**src/rtl/barrel_shifter_left_seq_if.sv**
```systemverilog
// Operand/result handshake bundle for the sequential left shifter.
// The producer/consumer side uses the master modport; the shifter uses slave.
interface barrel_shifter_left_seq_if #(
    parameter int WIDTH   = 8,
    parameter int SHAMT_W = 3
);
    logic               in_valid;
    logic               in_ready;
    logic [WIDTH-1:0]   in;
    logic [SHAMT_W-1:0] ctrl;
    logic               out_valid;
    logic               out_ready;
    logic [WIDTH-1:0]   out;
    logic               busy;

    modport master (
        output in_valid, in, ctrl, out_ready,
        input  in_ready, out_valid, out, busy
    );

    modport slave (
        input  in_valid, in, ctrl, out_ready,
        output in_ready, out_valid, out, busy
    );
endinterface

```
**src/rtl/barrel_shifter_left_seq.sv**
```systemverilog
// Sequential logical left shifter: one 2^k stage per clock, MSB stage first,
// zero-fill from the LSB end. Latency is always SHAMT_W cycles in SHIFT.
//
//   state | meaning
//   ------+------------------------------------------------------------
//   IDLE  | in_ready=1, waiting for an operand
//   SHIFT | applying stages 2^(SHAMT_W-1) .. 2^0, one per clock
//   DONE  | out_valid=1, result held until out_ready
//
// The stage index is kept one-hot (stage_q) so that its numeric value is
// directly the shift distance of the current stage, and the amount bit for
// the stage is just a masked OR.
module barrel_shifter_left_seq #(
    parameter int WIDTH   = 8,
    parameter int SHAMT_W = 3
) (
    input logic                      clk,
    input logic                      rst,
    barrel_shifter_left_seq_if.slave bus
);

    typedef enum logic [1:0] {
        S_IDLE  = 2'd0,
        S_SHIFT = 2'd1,
        S_DONE  = 2'd2
    } state_t;

    state_t             state_q, state_d;
    logic [WIDTH-1:0]   data_q, data_d;
    logic [WIDTH-1:0]   out_q, out_d;
    logic [SHAMT_W-1:0] amt_q, amt_d;
    logic [SHAMT_W-1:0] stage_q, stage_d;

    logic               accept;
    logic               last_stage;
    logic               stage_hit;
    logic [WIDTH-1:0]   shifted;
    logic               in_ready_o;
    logic               out_valid_o;
    logic               busy_o;

    // Handshake qualifiers and the single shift stage for this cycle.
    always_comb begin
        accept     = bus.in_valid && (state_q == S_IDLE);
        last_stage = stage_q[0];
        stage_hit  = |(amt_q & stage_q);
        shifted    = data_q << stage_q;
    end

    // State register plus datapath registers; reset clears everything.
    always_ff @(posedge clk or posedge rst) begin
        if (rst) begin
            state_q <= S_IDLE;
            data_q  <= '0;
            out_q   <= '0;
            amt_q   <= '0;
            stage_q <= '0;
        end else begin
            state_q <= state_d;
            data_q  <= data_d;
            out_q   <= out_d;
            amt_q   <= amt_d;
            stage_q <= stage_d;
        end
    end

    // Next-state logic: fixed SHAMT_W cycles in SHIFT, hold in DONE until taken.
    always_comb begin
        state_d = state_q;
        case (state_q)
            S_IDLE:  if (accept)        state_d = S_SHIFT;
            S_SHIFT: if (last_stage)    state_d = S_DONE;
            S_DONE:  if (bus.out_ready) state_d = S_IDLE;
            default:                    state_d = S_IDLE;
        endcase
    end

    // Datapath next values: capture on accept, one stage per SHIFT cycle.
    always_comb begin
        data_d  = data_q;
        out_d   = out_q;
        amt_d   = amt_q;
        stage_d = stage_q;
        case (state_q)
            S_IDLE: begin
                if (accept) begin
                    data_d  = bus.in;
                    amt_d   = bus.ctrl;
                    stage_d = '0;
                    stage_d[SHAMT_W-1] = 1'b1;
                end
            end
            S_SHIFT: begin
                if (stage_hit) begin
                    data_d = shifted;
                end
                stage_d = stage_q >> 1;
                // Result register only changes when a new result is complete,
                // so out keeps its last value after the output handshake.
                if (last_stage) begin
                    out_d = stage_hit ? shifted : data_q;
                end
            end
            default: begin
            end
        endcase
    end

    // Output decode purely from state: no path from out_ready to in_ready.
    always_comb begin
        in_ready_o  = 1'b0;
        out_valid_o = 1'b0;
        busy_o      = 1'b0;
        case (state_q)
            S_IDLE:  in_ready_o = 1'b1;
            S_SHIFT: busy_o     = 1'b1;
            S_DONE: begin
                out_valid_o = 1'b1;
                busy_o      = 1'b1;
            end
            default: begin
            end
        endcase
    end

    assign bus.in_ready  = in_ready_o;
    assign bus.out_valid = out_valid_o;
    assign bus.busy      = busy_o;
    assign bus.out       = out_q;

endmodule

```
**src/flat_wrapper.sv**
```systemverilog
// flat-port wrapper written by rule: the top's interface ports become plain ports
module barrel_shifter_left_seq_flat 
#(
    parameter int WIDTH   = 8,
    parameter int SHAMT_W = 3
)
  (clk, rst, bus_in_valid, bus_in, bus_ctrl, bus_out_ready, bus_in_ready, bus_out_valid, bus_out, bus_busy);
  barrel_shifter_left_seq_if #(.WIDTH(WIDTH), .SHAMT_W(SHAMT_W)) bus_i ();
  input logic clk;
  input logic rst;
  input wire logic [$bits(bus_i.in_valid)-1:0] bus_in_valid;
  input wire logic [$bits(bus_i.in)-1:0] bus_in;
  input wire logic [$bits(bus_i.ctrl)-1:0] bus_ctrl;
  input wire logic [$bits(bus_i.out_ready)-1:0] bus_out_ready;
  output wire logic [$bits(bus_i.in_ready)-1:0] bus_in_ready;
  output wire logic [$bits(bus_i.out_valid)-1:0] bus_out_valid;
  output wire logic [$bits(bus_i.out)-1:0] bus_out;
  output wire logic [$bits(bus_i.busy)-1:0] bus_busy;
  assign bus_i.in_valid = bus_in_valid;
  assign bus_i.in = bus_in;
  assign bus_i.ctrl = bus_ctrl;
  assign bus_i.out_ready = bus_out_ready;
  assign bus_in_ready = bus_i.in_ready;
  assign bus_out_valid = bus_i.out_valid;
  assign bus_out = bus_i.out;
  assign bus_busy = bus_i.busy;
  barrel_shifter_left_seq #(.WIDTH(WIDTH), .SHAMT_W(SHAMT_W)) u_core (.clk(clk), .rst(rst), .bus(bus_i));
endmodule
```
**config.mk**
```make
export PLATFORM = sky130hd
export DESIGN_NAME = barrel_shifter_left_seq_flat
export DESIGN_NICKNAME = d
export VERILOG_FILES = /design/src/rtl/barrel_shifter_left_seq_if.sv /design/src/rtl/barrel_shifter_left_seq.sv /design/src/flat_wrapper.sv
export SDC_FILE = /design/constraint.sdc
export NUM_CORES = 1
export LEC_CHECK = 0
export CORE_ASPECT_RATIO = 0.6
export CORE_MARGIN = 1.5
export CORE_UTILIZATION = 45
export DETAILED_ROUTE_END_ITERATION = 16
export PLACE_DENSITY = 0.7
export SETUP_SLACK_MARGIN = 0.02
export SLEW_MARGIN = 20
export SYNTH_ARGS = -nofsm -noshare
export SYNTH_HDL_FRONTEND = slang
export SYNTH_SLANG_ARGS = --single-unit
```
**constraint.sdc**
```tcl
create_clock -name clk -period 4.1 [get_ports clk]
set_input_delay 0.82 -clock clk [delete_from_list [all_inputs] [get_ports clk]]
set_output_delay 0.82 -clock clk [all_outputs]
set_load 0.02 [all_outputs]
```
## Yosys cells after proc, flatten, opt, wreduce, memory -nomap -nowiden

Cells that the tools add are included.

| word-level totals | value |
|---|---|
| register bits | 24 |
| input port bits | 15 |
| output and inout bits | 11 |
| logic and storage cells | 33 |

| operators by class | value |
|---|---|
| eq/ne operators | 5 |
| shift-type cells | 1 |
| multiplexer cells | 12 |
| bitwise logic cells | 1 |
| reduce and logical (&&, ||, !) cells | 9 |

Operators by type and width:

| cell | count |
|---|---|
| 8-bit 2-to-1 mux | 2 |
| 8-bit one-hot mux with 2 select lines | 1 |
| 8-bit by 3-bit << shifter with 8-bit output | 1 |
| 2-bit 2-to-1 mux | 3 |
| 2-bit one-hot mux with 3 select lines | 1 |
| 3-bit one-hot mux with 2 select lines | 1 |
| 2-bit AND reduction | 3 |
| 2-bit by 1-bit != test with 1-bit output (second input constant) | 2 |
| 3-bit bitwise AND | 1 |
| 1-bit 2-to-1 mux | 3 |
| 3-bit 2-to-1 mux | 1 |
| 3-bit AND reduction | 1 |
| 3-bit OR reduction | 1 |
| 2-bit by 1-bit equality test with 1-bit output (second input constant) | 1 |
| 2-bit equality test (second input constant) | 1 |
| 2-bit zero test | 1 |
| 2-bit != test (second input constant) | 1 |
| 2-bit nonzero test | 1 |
| 2-bit OR reduction | 1 |
| 1-bit logical AND | 1 |

## Longest topological paths before layout

Gate-level depths: netlist of run 1.

| depth | value |
|---|---|
| depth in word-level cells | 4 |
| depth in mapped cells | 7 |
| gate-level depth less buffers | 6 |

## Worst setup path before layout of run 1

OpenSTA, ideal clock, no wires.

| timing | value |
|---|---|
| path type | in2reg |
| start | in bus_in_valid |
| end | reg u_core.data_q[6] |
| setup time | 0.129 ns |
| arrival time | 1.559 ns |
| required time | 3.971 ns |
| path slack | 2.411 ns |
| stages on the path | 5 |
| buffers on the path | 1 |
| cells stage by stage | clkbuf_1 > inv_1 > a22o_1 > a22oi_1 > o31ai_1 |

| between the ends | value |
|---|---|
| longest elaborated chain between the ends | 3 |

Ends and longest elaborated chain:

| what | RTL line | source |
|---|---|---|
| from (decl) | flat_wrapper.sv:11 | `input wire logic [$bits(bus_i.in_valid)-1:0] bus_in_valid;` |
| 1-bit logical AND | barrel_shifter_left_seq.sv:44 | `accept = bus.in_valid && (state_q == S_IDLE);` |
| 2-bit by 1-bit != test with 1-bit output (no source line) | n/a |  |
| 2-bit AND reduction (no source line) | n/a |  |
| to (signal assigned) | barrel_shifter_left_seq.sv:60 | `data_q <= data_d;` |
| to (decl) | barrel_shifter_left_seq.sv:29 | `logic [WIDTH-1:0] data_q, data_d;` |

No other way between the ends.
A chain may end at the register's enable or synchronous reset.

## Worst setup path after layout of run 1

| timing | value |
|---|---|
| start | reg u_core.state_q[0] |
| end | out bus_in_ready |

| between the ends | value |
|---|---|
| longest elaborated chain between the ends | 2 |

Ends and longest elaborated chain:

| what | RTL line | source |
|---|---|---|
| from (decl) | barrel_shifter_left_seq.sv:28 | `state_t state_q, state_d;` |
| from (signal assigned) | barrel_shifter_left_seq.sv:59 | `state_q <= state_d;` |
| 2-bit zero test | barrel_shifter_left_seq.sv:114 | `case (state_q)` |
| 1-bit 2-to-1 mux | barrel_shifter_left_seq.sv:114 |  |
| to (decl) | flat_wrapper.sv:15 | `output wire logic [$bits(bus_i.in_ready)-1:0] bus_in_ready;` |

No other way between the ends.

==> results_dict.tcl, run 1 <==
set metrics [dict create \
    setup_tns_ps 0 \
    p_leak_nw 0.727 \
    grt_max_degree 25 \
    nNetsFinal 197 \
    worstPathMaxFanout 12 \
    die_y_um 47.0 \
    tightest_slew_ps 916 \
    wl_um 3360 \
    seqCellArea_um2 601 \
    skew_ps 2.97 \
    grt_antenna_before_repair 0 \
    reg2reg_depth 5 \
    design_area_um2 1740 \
    core_area_um2 2970 \
    finalMaxSlewViolations 0 \
    r2r_end "u_core.data_q[4]" \
    dpl.cell_count 216 \
    synth_cell_types 33 \
    cts_setup_buffers 0 \
    post-place-ws_ps 1570 \
    finalWorstSetupSlack_ps 1390 \
    internal-power_mw 0.795 \
    ant_nets 0 \
    reg2reg_setup_slack_ps 1990 \
    holdWs_ps 487 \
    die_w_um 76.4 \
    hold_violations 0 \
    cts_resized 0 \
    die_area_um2 3590 \
    finalPower_mw 1.47 \
    syn2layout_area_growth_pct 19.6 \
    min_path_cells 2 \
    cts-htree-levels 1 \
    setup-violations-final 0 \
    antenna_cells 0 \
    synth-seq-area-share_pct 41.3 \
    cts.sinks 24 \
    irDropWorstVdd_v 0.000537 \
    cp.required_ps 3280 \
    combPwrFrac_pct 56.8 \
    layout_commonest_cell "clkdlybuf4s50_1" \
    synth_cells 159 \
    dp_hpwl_um 2430 \
    startpoint "u_core.state_q[0]" \
    viasPerCell 5.76 \
    gp_congestion 0.832 \
    drive_gt1_share_pct 5.65 \
    avgSynthCellArea_um2 9.15 \
    rsz0062_at_grt "false" \
    gr-total-overflow 0 \
    maxCapViolCount 0 \
    via_count 1262 \
    slew_headroom_pct 38.9 \
    initial_utilization_pct 49.1 \
    p_sw_mw 0.677 \
    period_minus_slack_ps 2710 \
    multi_input_area_um2 754 \
    placed_area_um2 1700 \
    cts_tree "done" \
    hold_class "flop to flop" \
    clkPwrFrac_pct 9.4 \
    initialDrtViolationCount 104 \
    fin_crit_sh_pct 66.1 \
    hold_end "u_core.bus.out[5]" \
    fin_util_pct 58.7 \
    crit_arrival_ps 1890 \
    path_class "flop to primary output" \
    fillCellCount 265 \
    grt_pass1_vias 1124 \
    drc 0 \
    synth_fp_nets 177 \
    grt_usage_pct 20.1 \
    stdcell_count 219 \
    io_buffers 25 \
    critPathLaunchType "flop" \
    cts_root_buf "clkbuf_8" \
    layout_common_cells "25 x clkdlybuf4s50_1, 24 x dfrtp_1, 19 x nand2_1" \
    p_per_area_nw_per_um2 846 \
    io_pins 26 \
    rows 15 \
    ys_warn_count 0 \
    grt_pass1_wl_um 5510 \
    clk_pin_slew_worst_paths_ps 80 \
    cts_buffers 3 \
    cts_buffer_depth 2 \
    netlist_area_um2 1460 \
    ys_seq_elements 24 \
    regToRegStartpoint "u_core.state_q[1]" \
    status "finished clean" \
    hold_buffers 0 \
    fmax_mhz 369 \
    dr.pass1.iters 4 \
    sw_frac_of_total_pct 46.0 \
    min_from "u_core.bus.out[5]" \
    routedWlPerCell_um 15.3 \
    seq_power_share_pct 33.8 \
    clock_latency_ps 260 \
    cp-end-kind "primary output" \
]
sequential cells by signal, indices dropped and copies added (netlist names):
register / cells
u_core.amt_q: 3
u_core.state_q: 2
u_core.stage_q: 3
u_core.data_q: 8
u_core.bus.out: 8
critical path, cell delays in order (launching register included):
cell and delay [ps]:
dfrtp_1 410, inv_1 90, ha_1 440, clkdlybuf4s50_1 690
worst max-delay path by stage:
stage,slack (ps),endpoint,cells after the start
2_1_floorplan,2410,u_core.data_q[6],5
3_3_place_gp,1640,u_core.data_q[5],5
3_5_place_dp,1570,u_core.data_q[5],5
4_1_cts,1380,bus_in_ready,3
5_1_grt,1310,bus_in_ready,3
6_report,1390,bus_in_ready,3
synthesized netlist by cell type:
cell | instances | area share [%]
dfrtp_1 | 24 | 41
nand2_1 | 19 | 4.9
a21oi_1 | 18 | 6.2
mux2i_1 | 11 | 7.6
inv_1 | 9 | 2.3
nand2b_1 | 6 | 2.6
nor2_1 | 6 | 1.5
buf_2 | 5 | 1.7
mux2_2 | 5 | 3.9
o21ai_0 | 5 | 1.7
o31ai_1 | 5 | 2.6
o21ai_1 | 4 | 1.4
o22ai_1 | 4 | 1.7
clkbuf_1 | 3 | 0.77
ha_1 | 3 | 2.6
nand3_1 | 3 | 1.0
nand3b_1 | 3 | 1.5
nor4_1 | 3 | 1.3
a211oi_1 | 2 | 1.0
a22o_1 | 2 | 1.2
a22oi_1 | 2 | 1.0
buf_6 | 2 | 1.5
nor2b_1 | 2 | 0.86
nor3_1 | 2 | 0.69
nor3b_1 | 2 | 1.0
o221ai_1 | 2 | 1.2
a21o_1 | 1 | 0.52
a222oi_1 | 1 | 0.69
a31oi_1 | 1 | 0.43
buf_4 | 1 | 0.52
mux4_2 | 1 | 1.5
o211ai_1 | 1 | 0.52
o22a_1 | 1 | 0.60
logic make-up (layout without fill, tap and decap cells):
| logic type | count (synthesis) | count (layout) | share of synthesized area [%] |
|---|---|---|---|
| flops | 24 | 24 | 41.3 |
| mux | 17 | 17 | 13.0 |
| compound gates | 49 | 49 | 20.8 |
| buf+inv | 20 | 38 | 6.88 |
| simple gates | 46 | 46 | 15.5 |
| fa+ha+maj | 3 | 3 | 2.58 |
per-layer routing:
metal	vias up	global-route usage (%)	wire length, um
met3	2	5.24	252
met4	0	4.44	19
met5	-	0	0
met2	57	30.4	1370
li1	613	-	-
met1	590	29.2	1720
cell type report:
cell class | count | share of cell area (%)
Inverter | 9 | 1.94
Multi-Input combinational cell | 115 | 43.4
Clock buffer | 3 | 2.37
Timing Repair Buffer | 26 | 14.8
Sequential cell | 24 | 34.5
Tap cell | 42 | 3.02
power by group through the flow:
| stage | clock network, mW | logic, mW | registers, mW |
|---|---|---|---|
| floorplan | 0 | 0.645 | 0.466 |
| global placement | 0 | 0.818 | 0.491 |
| detailed placement | 0 | 0.826 | 0.500 |
| CTS | 0.142 | 0.832 | 0.496 |
| global route | 0.150 | 0.918 | 0.520 |
| finish | 0.139 | 0.836 | 0.498 |
Power figures use the tool's default switching activity.
==> run 2, diff against run 1 <==
Clock period 4.1 ns to 2.5 ns, I/O delays scaled along.
==> results_dict.tcl, run 2 (synthesis gave the netlist of run 1 again) <==
set metrics [dict create \
    design_area_um2 1790 \
    hold_buffers 0 \
    tightest_slew_ps 612 \
    fmax_mhz 442 \
    maxCapViolCount 0 \
    critPathLaunchType "flop" \
    grt_antenna_before_repair 0 \
    antenna_cells 0 \
    fin_util_pct 60.5 \
    cts_root_buf "clkbuf_8" \
    cts_buffer_depth 2 \
    die_area_um2 3590 \
    clock_latency_ps 270 \
    status "finished clean" \
    finalMaxSlewViolations 0 \
    syn2layout_area_growth_pct 23.2 \
    layout_common_cells "25 x clkdlybuf4s50_1, 24 x dfrtp_1, 19 x nand2_1" \
    path_class "flop to primary output" \
    placed_area_um2 1750 \
    crit_arrival_ps 1760 \
    cts_buffers 3 \
    critPathMaxStageDelay_ps 660 \
    cts-htree-levels 1 \
    path_cells "inv_1 -> ha_2 -> clkdlybuf4s50_1" \
    grt_max_degree 25 \
    grt_pass1_wl_um 5710 \
    routedWlPerCell_um 15.5 \
    io_buffers 25 \
    hold_violations 0 \
    initialDrtViolationCount 66 \
    cts.sinks 24 \
    dp_hpwl_um 2570 \
    irDropWorstVdd_v 0.000799 \
    holdWs_ps 489 \
    grt_usage_pct 21.0 \
    viasPerCell 5.68 \
    cts_setup_buffers 0 \
    fin_crit_sh_pct 90.5 \
    finalPower_mw 2.51 \
    dr.pass1.iters 4 \
    rows 15 \
    layout_commonest_cell "clkdlybuf4s50_1" \
    die_w_um 76.4 \
    initial_utilization_pct 49.1 \
    nNetsFinal 202 \
    skew_ps 6.08 \
    gr-total-overflow 0 \
    worstPathMaxFanout 12 \
    cp-end-kind "primary output" \
    rsz0062_at_grt "false" \
    ant_nets 0 \
    gp_congestion 0.826 \
    setup-violations-final 0 \
    clk_pin_slew_worst_paths_ps 90 \
    die_y_um 47.0 \
    hold_class "flop to flop" \
    grt_pass1_vias 1164 \
    period_minus_slack_ps 2260 \
    drc 0 \
    wl_um 3470 \
    drive_gt1_share_pct 8.79 \
    p_leak_nw 0.755 \
    cp.required_ps 2000 \
    cts_resized 0 \
    p_per_area_nw_per_um2 1400 \
    io_pins 26 \
    core_area_um2 2970 \
    slew_headroom_pct 58.0 \
    setup_tns_ps 0 \
    crit_slowest_cell "clkdlybuf4s50_1" \
    via_count 1273 \
    cts_tree "done" \
]
run 2: cell types whose count changed in the layout (fill, tap and decap cells not counted):
| cell | before | now |
|---|---|---|
| buf_12 | 0 | 1 |
| buf_4 | 1 | 5 |
| ha_1 | 3 | 2 |
| ha_2 | 0 | 1 |
run 2: metrics by stage:
step / setup WS (ps) / std cells
after detailed placement: 396 / 221
after floorplan: 870 / 159
after global routing: 146 / 224
after CTS: 79.3 / 224
final: 238 / 224
after global placement: 451 / 221
run 2: final cells by class:
class                   instances  area (um^2)
clock buffers                   3         41.3
fillers                       268         1170
inverters                       9         33.8
multi-input cells             115          757
flip-flops and latches         24          601
well taps                      42         52.6
repair buffers                 31          308
run 2: report_power, final:
group / internal (mW) / switching [mW] / leakage (nW) / total (mW)
combinational: 0.693 / 0.816 / 0.441 / 1.51
sequential: 0.571 / 0.190 / 0.292 / 0.761
clock: 0.108 / 0.127 / 0.0216 / 0.235
run 2: per-layer routing:
metal  vias to the layer above  GRT usage (%)  share of wire [%]
met5                         -              0                  0
met4                         0           5.56               0.89
met3                         5           5.05                4.1
met2                        28           32.7                 42
met1                       622           30.1                 53
li1                        618              -                  -
run 2: path summary, 6_finish.rpt:
path	from	slack, ps	end	depth (start not counted)
max	u_core.state_q[0]	240	bus_in_ready	3
min	u_core.bus.out[0]	490	u_core.bus.out[0]	2
max reg2reg	u_core.state_q[0]	620	u_core.data_q[5]	6
min reg2reg	u_core.bus.out[0]	490	u_core.bus.out[0]	2
max in group asynchronous	rst	1680	u_core.amt_q[1]	3
min in group asynchronous	rst	570	u_core.data_q[4]	3
run 2: worst max-delay path, delay by kind of cell, from the launching register on:
family	cells	cell delay, ps
buffers and inverters	2	760
flip-flops	1	400
adder cells (fa/ha/maj)	1	340
==> run 3, diff against run 2 <==
Clock period 2.5 ns to 2.76 ns, I/O delays scaled along.
==> results_dict.tcl, run 3 (synthesis gave the netlist of run 1 again) <==
set metrics [dict create \
    fmax_mhz 467 \
    via_count 1275 \
    p_sw_mw 1.02 \
    cts.sinks 24 \
    layout_commonest_cell "clkdlybuf4s50_1" \
    fin_util_pct 60.7 \
    core_area_um2 2970 \
    dr.pass1.iters 4 \
    grt_antenna_before_repair 0 \
    gp_congestion 0.832 \
    p_per_area_nw_per_um2 1280 \
    clk_pin_slew_worst_paths_ps 80 \
    cts_resized 0 \
    period_minus_slack_ps 2140 \
    die_w_um 76.4 \
    p_leak_nw 0.760 \
    setup-violations-final 0 \
    grt_pass1_vias 1206 \
    gr-total-overflow 0 \
    rsz0062_at_grt "false" \
    antenna_cells 0 \
    slew_headroom_pct 57.8 \
    status "finished clean" \
    viasPerCell 5.69 \
    seq_power_share_pct 32.0 \
    io_buffers 25 \
    maxCapViolCount 0 \
    tightest_slew_ps 632 \
    skew_ps 3.55 \
    die_y_um 47.0 \
    nNetsFinal 201 \
    cts_setup_buffers 0 \
    crit_arrival_ps 1590 \
    io_pins 26 \
    grt_max_degree 25 \
    clkPwrFrac_pct 13.2 \
    cts-htree-levels 1 \
    drive_gt1_share_pct 8.24 \
    routedWlPerCell_um 15.1 \
    hold_violations 0 \
    fin_crit_sh_pct 77.5 \
    dp_hpwl_um 2480 \
    setup_tns_ps 0 \
    initial_utilization_pct 49.1 \
    finalMaxSlewViolations 0 \
    clock_latency_ps 270 \
    die_area_um2 3590 \
    combPwrFrac_pct 54.8 \
    wl_um 3380 \
    syn2layout_area_growth_pct 23.7 \
    cts_tree "done" \
    finalPower_mw 2.31 \
    hold_class "flop to flop" \
    sw_frac_of_total_pct 44.0 \
    rows 15 \
    ant_nets 0 \
    critPathLaunchType "flop" \
    initialDrtViolationCount 89 \
    grt_pass1_wl_um 5680 \
    holdWs_ps 483 \
    cp.required_ps 2210 \
    grt_usage_pct 20.9 \
    internal-power_mw 1.29 \
    irDropWorstVdd_v 0.000849 \
    cts_buffers 3 \
    layout_common_cells "25 x clkdlybuf4s50_1, 24 x dfrtp_1, 19 x nand2_1" \
    hold_buffers 0 \
    cts_root_buf "clkbuf_8" \
    cp-end-kind "primary output" \
    cts_buffer_depth 2 \
    worstPathMaxFanout 3 \
    path_class "flop to primary output" \
    drc 0 \
]
run 3: final cells by class:
class | count | area, um^2
clock buffers | 3 | 41.3
clock inverters | 1 | 30.0
fillers | 273 | 1160
inverters | 9 | 33.8
multi-input cells | 115 | 754
flip-flops and latches | 24 | 601
well taps | 42 | 52.6
repair buffers | 30 | 288
run 3: per-stage QoR:
stage | area [um^2] | std cells | setup slack, ps
final | 1800 | 224 | 620
after global routing | 1800 | 224 | 529
after CTS | 1800 | 224 | 604
after detailed placement | 1730 | 220 | 788
after global placement | 1730 | 220 | 856
after floorplan | 1460 | 159 | 1130
run 3: worst paths after layout:
path                                   start                 to  slack, ps  cells past startpoint
min in group asynchronous                rst   u_core.data_q[0]        640                      3
hold / removal             u_core.bus.out[6]  u_core.bus.out[6]        480                      2
hold reg to reg            u_core.bus.out[6]  u_core.bus.out[6]        480                      2
setup reg to reg           u_core.stage_q[1]   u_core.data_q[5]        810                      4
setup / recovery           u_core.state_q[0]           bus_busy        620                      3
max in group asynchronous                rst  u_core.stage_q[2]       1880                      3
run 3: worst max-delay path: stages, from the launching register on:
cell and delay, ps:
dfrtp_1 390, inv_1 70, ha_1 270, clkdlybuf4s50_1 590
run 3: routing by layer:
| layer | GRT usage, % | up-vias | wire length, um |
|---|---|---|---|
| li1 | - | 618 | - |
| met1 | 30.0 | 601 | 1720 |
| met2 | 32.7 | 54 | 1420 |
| met3 | 5.05 | 2 | 229 |
| met4 | 4.44 | 0 | 19 |
| met5 | 0 | - | 0 |
run 3: power by group through the flow:
stage          Combinational, mW  Clock, mW  Sequential (mW)
2_1_floorplan              0.958          0            0.693
3_3_place_gp                1.23          0            0.731
3_5_place_dp                1.25          0            0.741
4_1_cts                     1.27      0.316            0.735
5_1_grt                     1.40      0.329            0.765
6_report                    1.27      0.304            0.740
